===== config.mk =====
export PLATFORM = sky130hd
export DESIGN_NAME = read_input_queue
export DESIGN_NICKNAME = d
export VERILOG_FILES = /design/src/rtl/read_input_queue_pkg.sv /design/src/rtl/read_input_queue_mem.sv /design/src/rtl/read_input_queue.sv
export SDC_FILE = /design/constraint.sdc
export NUM_CORES = 1
export LEC_CHECK = 0
export BUFFER_PORTS_ARGS = -buffer_cell sky130_fd_sc_hd__buf_2
export CAP_MARGIN = 20
export CORE_ASPECT_RATIO = 1.75
export CORE_UTILIZATION = 55
export DETAILED_ROUTE_END_ITERATION = 12
export PLACE_DENSITY_LB_ADDON = 0.08
export SLEW_MARGIN = 20
export SYNTH_ARGS = -nofsm -noshare
export SYNTH_HDL_FRONTEND = slang
export SYNTH_SLANG_ARGS = --single-unit

===== constraint.sdc =====
create_clock -name clk -period 34.4 [get_ports clk]
set_input_delay 6.88 -clock clk [delete_from_list [all_inputs] [get_ports clk]]
set_output_delay 6.88 -clock clk [all_outputs]
set_load 0.005 [all_outputs]

===== src/rtl/read_input_queue_pkg.sv =====
// Shared definitions for the read input queue: command constants, bundle field widths,
// the packed bundle layout and the pack/unpack helpers that use it.
package read_input_queue_pkg;

  localparam logic [6:0] CMD_NULL = 7'd0;
  localparam logic [2:0] SEG_NONE = 3'd3;

  // Field widths of one microcode bundle.
  localparam int unsigned W_DECODER      = 88;
  localparam int unsigned W_EIP          = 32;
  localparam int unsigned W_OPERAND_32   = 1;
  localparam int unsigned W_ADDRESS_32   = 1;
  localparam int unsigned W_REP          = 2;
  localparam int unsigned W_LOCK         = 1;
  localparam int unsigned W_SEG          = 3;
  localparam int unsigned W_PREFIX_2BYTE = 1;
  localparam int unsigned W_CONSUMED     = 4;
  localparam int unsigned W_MODREGRM_LEN = 3;
  localparam int unsigned W_IS_8BIT      = 1;
  localparam int unsigned W_CMD          = 7;
  localparam int unsigned W_CMDEX        = 4;

  // Bit offsets inside the packed storage word, LSB first.
  localparam int unsigned OFF_CMDEX        = 0;
  localparam int unsigned OFF_CMD          = OFF_CMDEX + W_CMDEX;
  localparam int unsigned OFF_IS_8BIT      = OFF_CMD + W_CMD;
  localparam int unsigned OFF_MODREGRM_LEN = OFF_IS_8BIT + W_IS_8BIT;
  localparam int unsigned OFF_CONSUMED     = OFF_MODREGRM_LEN + W_MODREGRM_LEN;
  localparam int unsigned OFF_PREFIX_2BYTE = OFF_CONSUMED + W_CONSUMED;
  localparam int unsigned OFF_SEG          = OFF_PREFIX_2BYTE + W_PREFIX_2BYTE;
  localparam int unsigned OFF_LOCK         = OFF_SEG + W_SEG;
  localparam int unsigned OFF_REP          = OFF_LOCK + W_LOCK;
  localparam int unsigned OFF_ADDRESS_32   = OFF_REP + W_REP;
  localparam int unsigned OFF_OPERAND_32   = OFF_ADDRESS_32 + W_ADDRESS_32;
  localparam int unsigned OFF_EIP          = OFF_OPERAND_32 + W_OPERAND_32;
  localparam int unsigned OFF_DECODER      = OFF_EIP + W_EIP;
  localparam int unsigned BUNDLE_W         = OFF_DECODER + W_DECODER;  // 148

  typedef struct packed {
    logic [W_DECODER-1:0]      decoder;
    logic [W_EIP-1:0]          eip;
    logic                      operand_32bit;
    logic                      address_32bit;
    logic [W_REP-1:0]          prefix_group_1_rep;
    logic                      prefix_group_1_lock;
    logic [W_SEG-1:0]          prefix_group_2_seg;
    logic                      prefix_2byte;
    logic [W_CONSUMED-1:0]     consumed;
    logic [W_MODREGRM_LEN-1:0] modregrm_len;
    logic                      is_8bit;
    logic [W_CMD-1:0]          cmd;
    logic [W_CMDEX-1:0]        cmdex;
  } bundle_t;

  // Value presented on the read side while the queue is empty.
  function automatic bundle_t reset_bundle();
    bundle_t b;
    b                    = '0;
    b.cmd                = CMD_NULL;
    b.prefix_group_2_seg = SEG_NONE;
    return b;
  endfunction

  function automatic logic [BUNDLE_W-1:0] pack_bundle(input bundle_t b);
    logic [BUNDLE_W-1:0] v;
    v                                        = '0;
    v[OFF_CMDEX        +: W_CMDEX]           = b.cmdex;
    v[OFF_CMD          +: W_CMD]             = b.cmd;
    v[OFF_IS_8BIT      +: W_IS_8BIT]         = b.is_8bit;
    v[OFF_MODREGRM_LEN +: W_MODREGRM_LEN]    = b.modregrm_len;
    v[OFF_CONSUMED     +: W_CONSUMED]        = b.consumed;
    v[OFF_PREFIX_2BYTE +: W_PREFIX_2BYTE]    = b.prefix_2byte;
    v[OFF_SEG          +: W_SEG]             = b.prefix_group_2_seg;
    v[OFF_LOCK         +: W_LOCK]            = b.prefix_group_1_lock;
    v[OFF_REP          +: W_REP]             = b.prefix_group_1_rep;
    v[OFF_ADDRESS_32   +: W_ADDRESS_32]      = b.address_32bit;
    v[OFF_OPERAND_32   +: W_OPERAND_32]      = b.operand_32bit;
    v[OFF_EIP          +: W_EIP]             = b.eip;
    v[OFF_DECODER      +: W_DECODER]         = b.decoder;
    return v;
  endfunction

  function automatic bundle_t unpack_bundle(input logic [BUNDLE_W-1:0] v);
    bundle_t b;
    b.cmdex               = v[OFF_CMDEX        +: W_CMDEX];
    b.cmd                 = v[OFF_CMD          +: W_CMD];
    b.is_8bit             = v[OFF_IS_8BIT      +: W_IS_8BIT];
    b.modregrm_len        = v[OFF_MODREGRM_LEN +: W_MODREGRM_LEN];
    b.consumed            = v[OFF_CONSUMED     +: W_CONSUMED];
    b.prefix_2byte        = v[OFF_PREFIX_2BYTE +: W_PREFIX_2BYTE];
    b.prefix_group_2_seg  = v[OFF_SEG          +: W_SEG];
    b.prefix_group_1_lock = v[OFF_LOCK         +: W_LOCK];
    b.prefix_group_1_rep  = v[OFF_REP          +: W_REP];
    b.address_32bit       = v[OFF_ADDRESS_32   +: W_ADDRESS_32];
    b.operand_32bit       = v[OFF_OPERAND_32   +: W_OPERAND_32];
    b.eip                 = v[OFF_EIP          +: W_EIP];
    b.decoder             = v[OFF_DECODER      +: W_DECODER];
    return b;
  endfunction

endpackage


===== src/rtl/read_input_queue_mem.sv =====
// Storage array for the read input queue: DEPTH words, one write port, asynchronous read.
// Entries carry no reset; the top masks the read data while the queue is empty.
module read_input_queue_mem #(
  parameter int unsigned DEPTH = 2,
  parameter int unsigned WIDTH = 148
) (
  input  logic                     clk,
  input  logic                     we,
  input  logic [$clog2(DEPTH)-1:0] waddr,
  input  logic [WIDTH-1:0]         wdata,
  input  logic [$clog2(DEPTH)-1:0] raddr,
  output logic [WIDTH-1:0]         rdata
);

  logic [WIDTH-1:0] mem_q [DEPTH];

  // Write the addressed entry on push.
  always_ff @(posedge clk) begin
    if (we) begin
      mem_q[waddr] <= wdata;
    end
  end

  assign rdata = mem_q[raddr];

endmodule


===== src/rtl/read_input_queue.sv =====
// Read input queue: buffers microcode bundles in FIFO order and presents the oldest one to the
// read stage with a valid/accept handshake. rd_busy depends on registered occupancy only.
module read_input_queue
  import read_input_queue_pkg::*;
#(
  parameter int unsigned DEPTH = 2
) (
  input  logic                      clk,
  input  logic                      rst_n,
  input  logic                      rd_reset,

  input  logic                      micro_ready,
  input  logic [87:0]               micro_decoder,
  input  logic [31:0]               micro_eip,
  input  logic                      micro_operand_32bit,
  input  logic                      micro_address_32bit,
  input  logic [1:0]                micro_prefix_group_1_rep,
  input  logic                      micro_prefix_group_1_lock,
  input  logic [2:0]                micro_prefix_group_2_seg,
  input  logic                      micro_prefix_2byte,
  input  logic [3:0]                micro_consumed,
  input  logic [2:0]                micro_modregrm_len,
  input  logic                      micro_is_8bit,
  input  logic [6:0]                micro_cmd,
  input  logic [3:0]                micro_cmdex,

  output logic                      rd_busy,
  output logic                      rd_valid,
  input  logic                      rd_accept,

  output logic [87:0]               rd_decoder,
  output logic [31:0]               rd_eip,
  output logic                      rd_operand_32bit,
  output logic                      rd_address_32bit,
  output logic [1:0]                rd_prefix_group_1_rep,
  output logic                      rd_prefix_group_1_lock,
  output logic [2:0]                rd_prefix_group_2_seg,
  output logic                      rd_prefix_2byte,
  output logic [3:0]                rd_consumed,
  output logic [2:0]                rd_modregrm_len,
  output logic                      rd_is_8bit,
  output logic [6:0]                rd_cmd,
  output logic [3:0]                rd_cmdex,
  output logic [$clog2(DEPTH):0]    rd_count
);

  localparam int unsigned PTR_W = $clog2(DEPTH);
  localparam int unsigned CNT_W = PTR_W + 1;

  logic [PTR_W-1:0] wr_ptr_q, wr_ptr_d;
  logic [PTR_W-1:0] rd_ptr_q, rd_ptr_d;
  logic [CNT_W-1:0] count_q, count_d;

  logic push;
  logic pop;
  logic empty;

  bundle_t             wr_bundle;
  bundle_t             head_bundle;
  bundle_t             out_bundle;
  logic [BUNDLE_W-1:0] wr_data;
  logic [BUNDLE_W-1:0] rd_data;

  // Status is derived from the occupancy register alone, so nothing here depends on
  // micro_ready or rd_accept combinationally.
  assign empty    = (count_q == '0);
  assign rd_valid = !empty;
  assign rd_busy  = (count_q == CNT_W'(DEPTH));
  assign rd_count = count_q;

  // Flush wins over both sides of the handshake.
  assign push = micro_ready && !rd_busy && !rd_reset;
  assign pop  = rd_valid && rd_accept && !rd_reset;

  // Gather the incoming fields into one bundle and pack for storage.
  always_comb begin
    wr_bundle                     = '0;
    wr_bundle.decoder             = micro_decoder;
    wr_bundle.eip                 = micro_eip;
    wr_bundle.operand_32bit       = micro_operand_32bit;
    wr_bundle.address_32bit       = micro_address_32bit;
    wr_bundle.prefix_group_1_rep  = micro_prefix_group_1_rep;
    wr_bundle.prefix_group_1_lock = micro_prefix_group_1_lock;
    wr_bundle.prefix_group_2_seg  = micro_prefix_group_2_seg;
    wr_bundle.prefix_2byte        = micro_prefix_2byte;
    wr_bundle.consumed            = micro_consumed;
    wr_bundle.modregrm_len        = micro_modregrm_len;
    wr_bundle.is_8bit             = micro_is_8bit;
    wr_bundle.cmd                 = micro_cmd;
    wr_bundle.cmdex               = micro_cmdex;
  end

  assign wr_data = pack_bundle(wr_bundle);

  read_input_queue_mem #(
    .DEPTH (DEPTH),
    .WIDTH (BUNDLE_W)
  ) u_mem (
    .clk   (clk),
    .we    (push),
    .waddr (wr_ptr_q),
    .wdata (wr_data),
    .raddr (rd_ptr_q),
    .rdata (rd_data)
  );

  // Next-state for pointers and occupancy; pointers wrap naturally since DEPTH is a power of two.
  always_comb begin
    wr_ptr_d = wr_ptr_q;
    rd_ptr_d = rd_ptr_q;
    count_d  = count_q;
    if (rd_reset) begin
      wr_ptr_d = '0;
      rd_ptr_d = '0;
      count_d  = '0;
    end else begin
      if (push) begin
        wr_ptr_d = wr_ptr_q + PTR_W'(1);
      end
      if (pop) begin
        rd_ptr_d = rd_ptr_q + PTR_W'(1);
      end
      case ({push, pop})
        2'b10:   count_d = count_q + CNT_W'(1);
        2'b01:   count_d = count_q - CNT_W'(1);
        default: count_d = count_q;
      endcase
    end
  end

  // Pointer and occupancy registers.
  always_ff @(posedge clk or negedge rst_n) begin
    if (!rst_n) begin
      wr_ptr_q <= '0;
      rd_ptr_q <= '0;
      count_q  <= '0;
    end else begin
      wr_ptr_q <= wr_ptr_d;
      rd_ptr_q <= rd_ptr_d;
      count_q  <= count_d;
    end
  end

  // Storage is never reset, so an empty queue shows the idle bundle instead of stale data.
  always_comb begin
    head_bundle = unpack_bundle(rd_data);
    out_bundle  = empty ? reset_bundle() : head_bundle;
  end

  assign rd_decoder             = out_bundle.decoder;
  assign rd_eip                 = out_bundle.eip;
  assign rd_operand_32bit       = out_bundle.operand_32bit;
  assign rd_address_32bit       = out_bundle.address_32bit;
  assign rd_prefix_group_1_rep  = out_bundle.prefix_group_1_rep;
  assign rd_prefix_group_1_lock = out_bundle.prefix_group_1_lock;
  assign rd_prefix_group_2_seg  = out_bundle.prefix_group_2_seg;
  assign rd_prefix_2byte        = out_bundle.prefix_2byte;
  assign rd_consumed            = out_bundle.consumed;
  assign rd_modregrm_len        = out_bundle.modregrm_len;
  assign rd_is_8bit             = out_bundle.is_8bit;
  assign rd_cmd                 = out_bundle.cmd;
  assign rd_cmdex               = out_bundle.cmdex;

  // The sequencer must hold off while busy; a bundle offered then is dropped. A flush
  // cycle discards the bundle anyway, so it is not treated as a violation.
  always @(posedge clk) begin
    if (rst_n && !rd_reset) begin
      assert (!(micro_ready && rd_busy))
        else $error("read_input_queue: micro_ready asserted while rd_busy");
    end
  end

endmodule


==> impl_results.md <==
- Largest family of logic cells by synthesized area: multiplexers
- Unrepaired setup endpoints after global routing: no
- Worst vdd ir: 0.0563 mV
- DRC errors left: 0
- Post-cts sizing count: 0
- Worst hold path class: reg2reg
- Filler cells: 1458
- Max-slew violation count: 0
- Synth Area in XOR/XNOR: 0.0772%
- Gate Count Post-Synth: 651
- Min Tclk post-route: 9.96 ns
- Design area: ~0.014 mm^2
- Vias in the first global route: 6657
- PwrDens: 54.6 mW/mm^2
- Internal cell power: 0.000597 W
- Post-CTS setup buffer count: 0
- Area post-placement: 0.0131 mm^2
- Drt wl/cell: 18.6 um
- Final-report setup violation count: 0
- Die H: 192 um
- Post-Synth Adder-Cell Area: 0%
- Pin count of the biggest net entering global routing: 102
- Routed wl met3: 1.55 mm
- Top Ports: 305
- Warnings from Yosys: 0
- EDFF count, synth: 296
- WP buf/inv: 2
- H-tree depth: 1
- Slowest-stage cell, CP: dfrtp_4
- Outcome: complete, no violations
- Avg Synthesized Cell Area: 17.4 um^2
- Worst stage delay on the critical path: 0.92 ns
- Critical path endpoint category: output port
- Worst-skew pair later-pin latency: about 0.5 ns
- Post-DP HPWL: roughly 15 mm
- P_leak: 5.28 nW
- Net Sw Frac: 21.3%
- Width of the die: between 100 and 150 um
- Unique masters post-synth: 23
- Fin Clk Skew: 0.00691 ns
- Die area: 0.0212 mm^2
- Clk slew on worst S/H paths: 0.06 ns
- Fin crit share: between 20% and 30%
- Share of power burned in registers: 55.6%
- Nets@finish: 1113
- Pre-antenna DRT Iters: 5
- DR WL met2: 12.6 mm
- Clock Tree Root: clkbuf_16
- CTS tree: built
- Cell chain of the critical path: buf_4, mux2i_1, nor2_1, buf_2
- Combinational power share: under 10%
- Layout area overhead: 22.4%
- Flops & latches, synth: 300
- Fmax: around 0.1 GHz
- Port bufs: 304
- GRT Resource Usage Total: 20.9%
- Initial antenna violation count: 10
- Initial Util: 55.9%
- Critical path required time: 27.52 ns
- Crit-path max FO: 60
- Synthesized area: 0.0113 mm^2
- Met1 wire length: ~8.1 mm
- Net Count, Synth: 804
- Remaining antenna violation count: 0
- Routability congestion estimate: 0.762
- Max clock buf depth: 3
- Worst Path Arrival: 3.08 ns
- Placed cell count: roughly 1200
- Layout cells sized above 1: between 30% and 40%
- Simple-Gate Fraction of Synth Area: between 5 and 6%
- Crit path launch type: register
- Post-Layout Cell Count: around 1200
- Vias: around 6400
- Hold_ws: ~0.64 ns
- Hold Path Depth: 2
- Compound-cell area share of the yosys netlist: 0.342%
- Cells on worst reg2reg path: 5
- Core Area: 0.0203 mm^2
- Power, Total: between 0.0007 and 0.0008 W
- Detail-routed via count per cell: about 5.2
- DR iter-0 viols: 382
- CP Class: reg2out
- Routed wire length: 23.0 mm
- Hold buffers post-CTS: 0
- DR top layer: met5
- Critical path's top delay family: buffers and inverters
- Sequential area share after synthesis: 79.2%
- Standard-cell rows: 69
- GR Overflow Total: 0
- Setup TNS: 0 ns
- TritonCTS Buffers: 26
- First-pass GRT wire length: 34.2 mm
- Post-synth ARST share: 1.33%
- Post-synthesis mux area share: 13.1%
- Worst-Margin Slew: around 1.1 ns
- Switching pwr: about 0.00016 W
- Clock sinks: 300
- Primary FF master, synth: edfxtp_1
- CP Depth: 4
- Slew HR: 29.2%
- Final hold violations: 0
- Clock power share: 35.2%
- Number of max-cap violations: 0
area by class of cell:
cell class	instances	area, um^2	area share (%)
diodes	8	20.0	0.144
clock buffers	33	698	5.03
clock inverters	12	73.8	0.531
inverters	2	7.51	0.0540
multi-input cells	316	2170	15.6
flip-flops and latches	300	8990	64.7
well taps	248	310	2.23
repair buffers	314	1620	11.6
synth_stat cells (2+ instances only):
library cell,instances,area (um^2)
a21oi_1,2,10.0
nor2_1,149,559
buf_4,12,90.1
edfxtp_1,296,8890
nand2_1,3,11.3
o21ai_0,3,15.0
mux2i_1,148,1480
buf_2,20,100
dfrtp_1,4,100
layout by cell type, fill, tap and decap left out, drive strengths merged, types with 2 or more instances in the layout:
cell type and n:
dfrtp 4, inv 2, nor2 149, clkbuf 33
clkinv 11, buf 314, nand2 3, a21oi 2
diode 8, mux2i 148, edfxtp 296, o21ai 3
layer usage:
layer / vias to the layer above / GRT usage (%)
li1: 3053 / -
met1: 3096 / 22.3
met2: 243 / 38.9
met3: 43 / 5.11
met4: 4 / 9.18
met5: - / 0
logic make-up (layout without fill, tap and decap cells):
group	after synthesis	in the layout
flip-flops	300	300
AND/OR/NAND/NOR	160	160
multiplexers	148	148
buffers and inverters	35	361
AO/OA/AOI/OAI	7	7
XOR/XNOR	1	1
other	0	8
metrics by stage:
step | util, % | setup slack (ns)
4_1_cts | 68.2 | 24.26
3_3_place_gp | 64.4 | 24.86
2_1_floorplan | - | 15.90
5_1_grt | 68.4 | 24.28
3_5_place_dp | 64.4 | 24.80
6_report | 68.5 | 24.44
power by group through the flow:
stage	logic (W)	clock network, W	registers (W)
5_1_grt	0.0000767	0.000286	0.000423
4_1_cts	0.0000704	0.000274	0.000422
3_3_place_gp	0.0000684	0	0.000429
3_5_place_dp	0.0000701	0	0.000430
6_report	0.0000699	0.000267	0.000422
2_1_floorplan	0.0000401	0	0.000431
registers in the layout, summed over array words and instances, names as in the netlist:
register,cells
u_mem.mem_q,296
rd_count,2
rd_ptr_q,1
wr_ptr_q,1
final timing paths:
| check | start | endpoint | slack [ns] |
|---|---|---|---|
| min in group asynchronous | rst_n | rd_count[0] | 6.16 |
| worst max-delay path | rd_ptr_q | rd_decoder[17] | 24.44 |
| worst max register to register | rd_count[1] | u_mem.mem_q[1][50] | 31.56 |
| worst min register to register | wr_ptr_q | wr_ptr_q | 0.64 |
| max in group asynchronous | rst_n | rd_ptr_q | 28.10 |
| worst min-delay path | wr_ptr_q | wr_ptr_q | 0.64 |
worst register-to-register path: cells and delay by family (launching register included):
kind,cells,cell delay (ns)
buf+inv,2,1.28
simple gates,3,0.65
flops,1,0.46
Power figures use the tool's default switching activity.
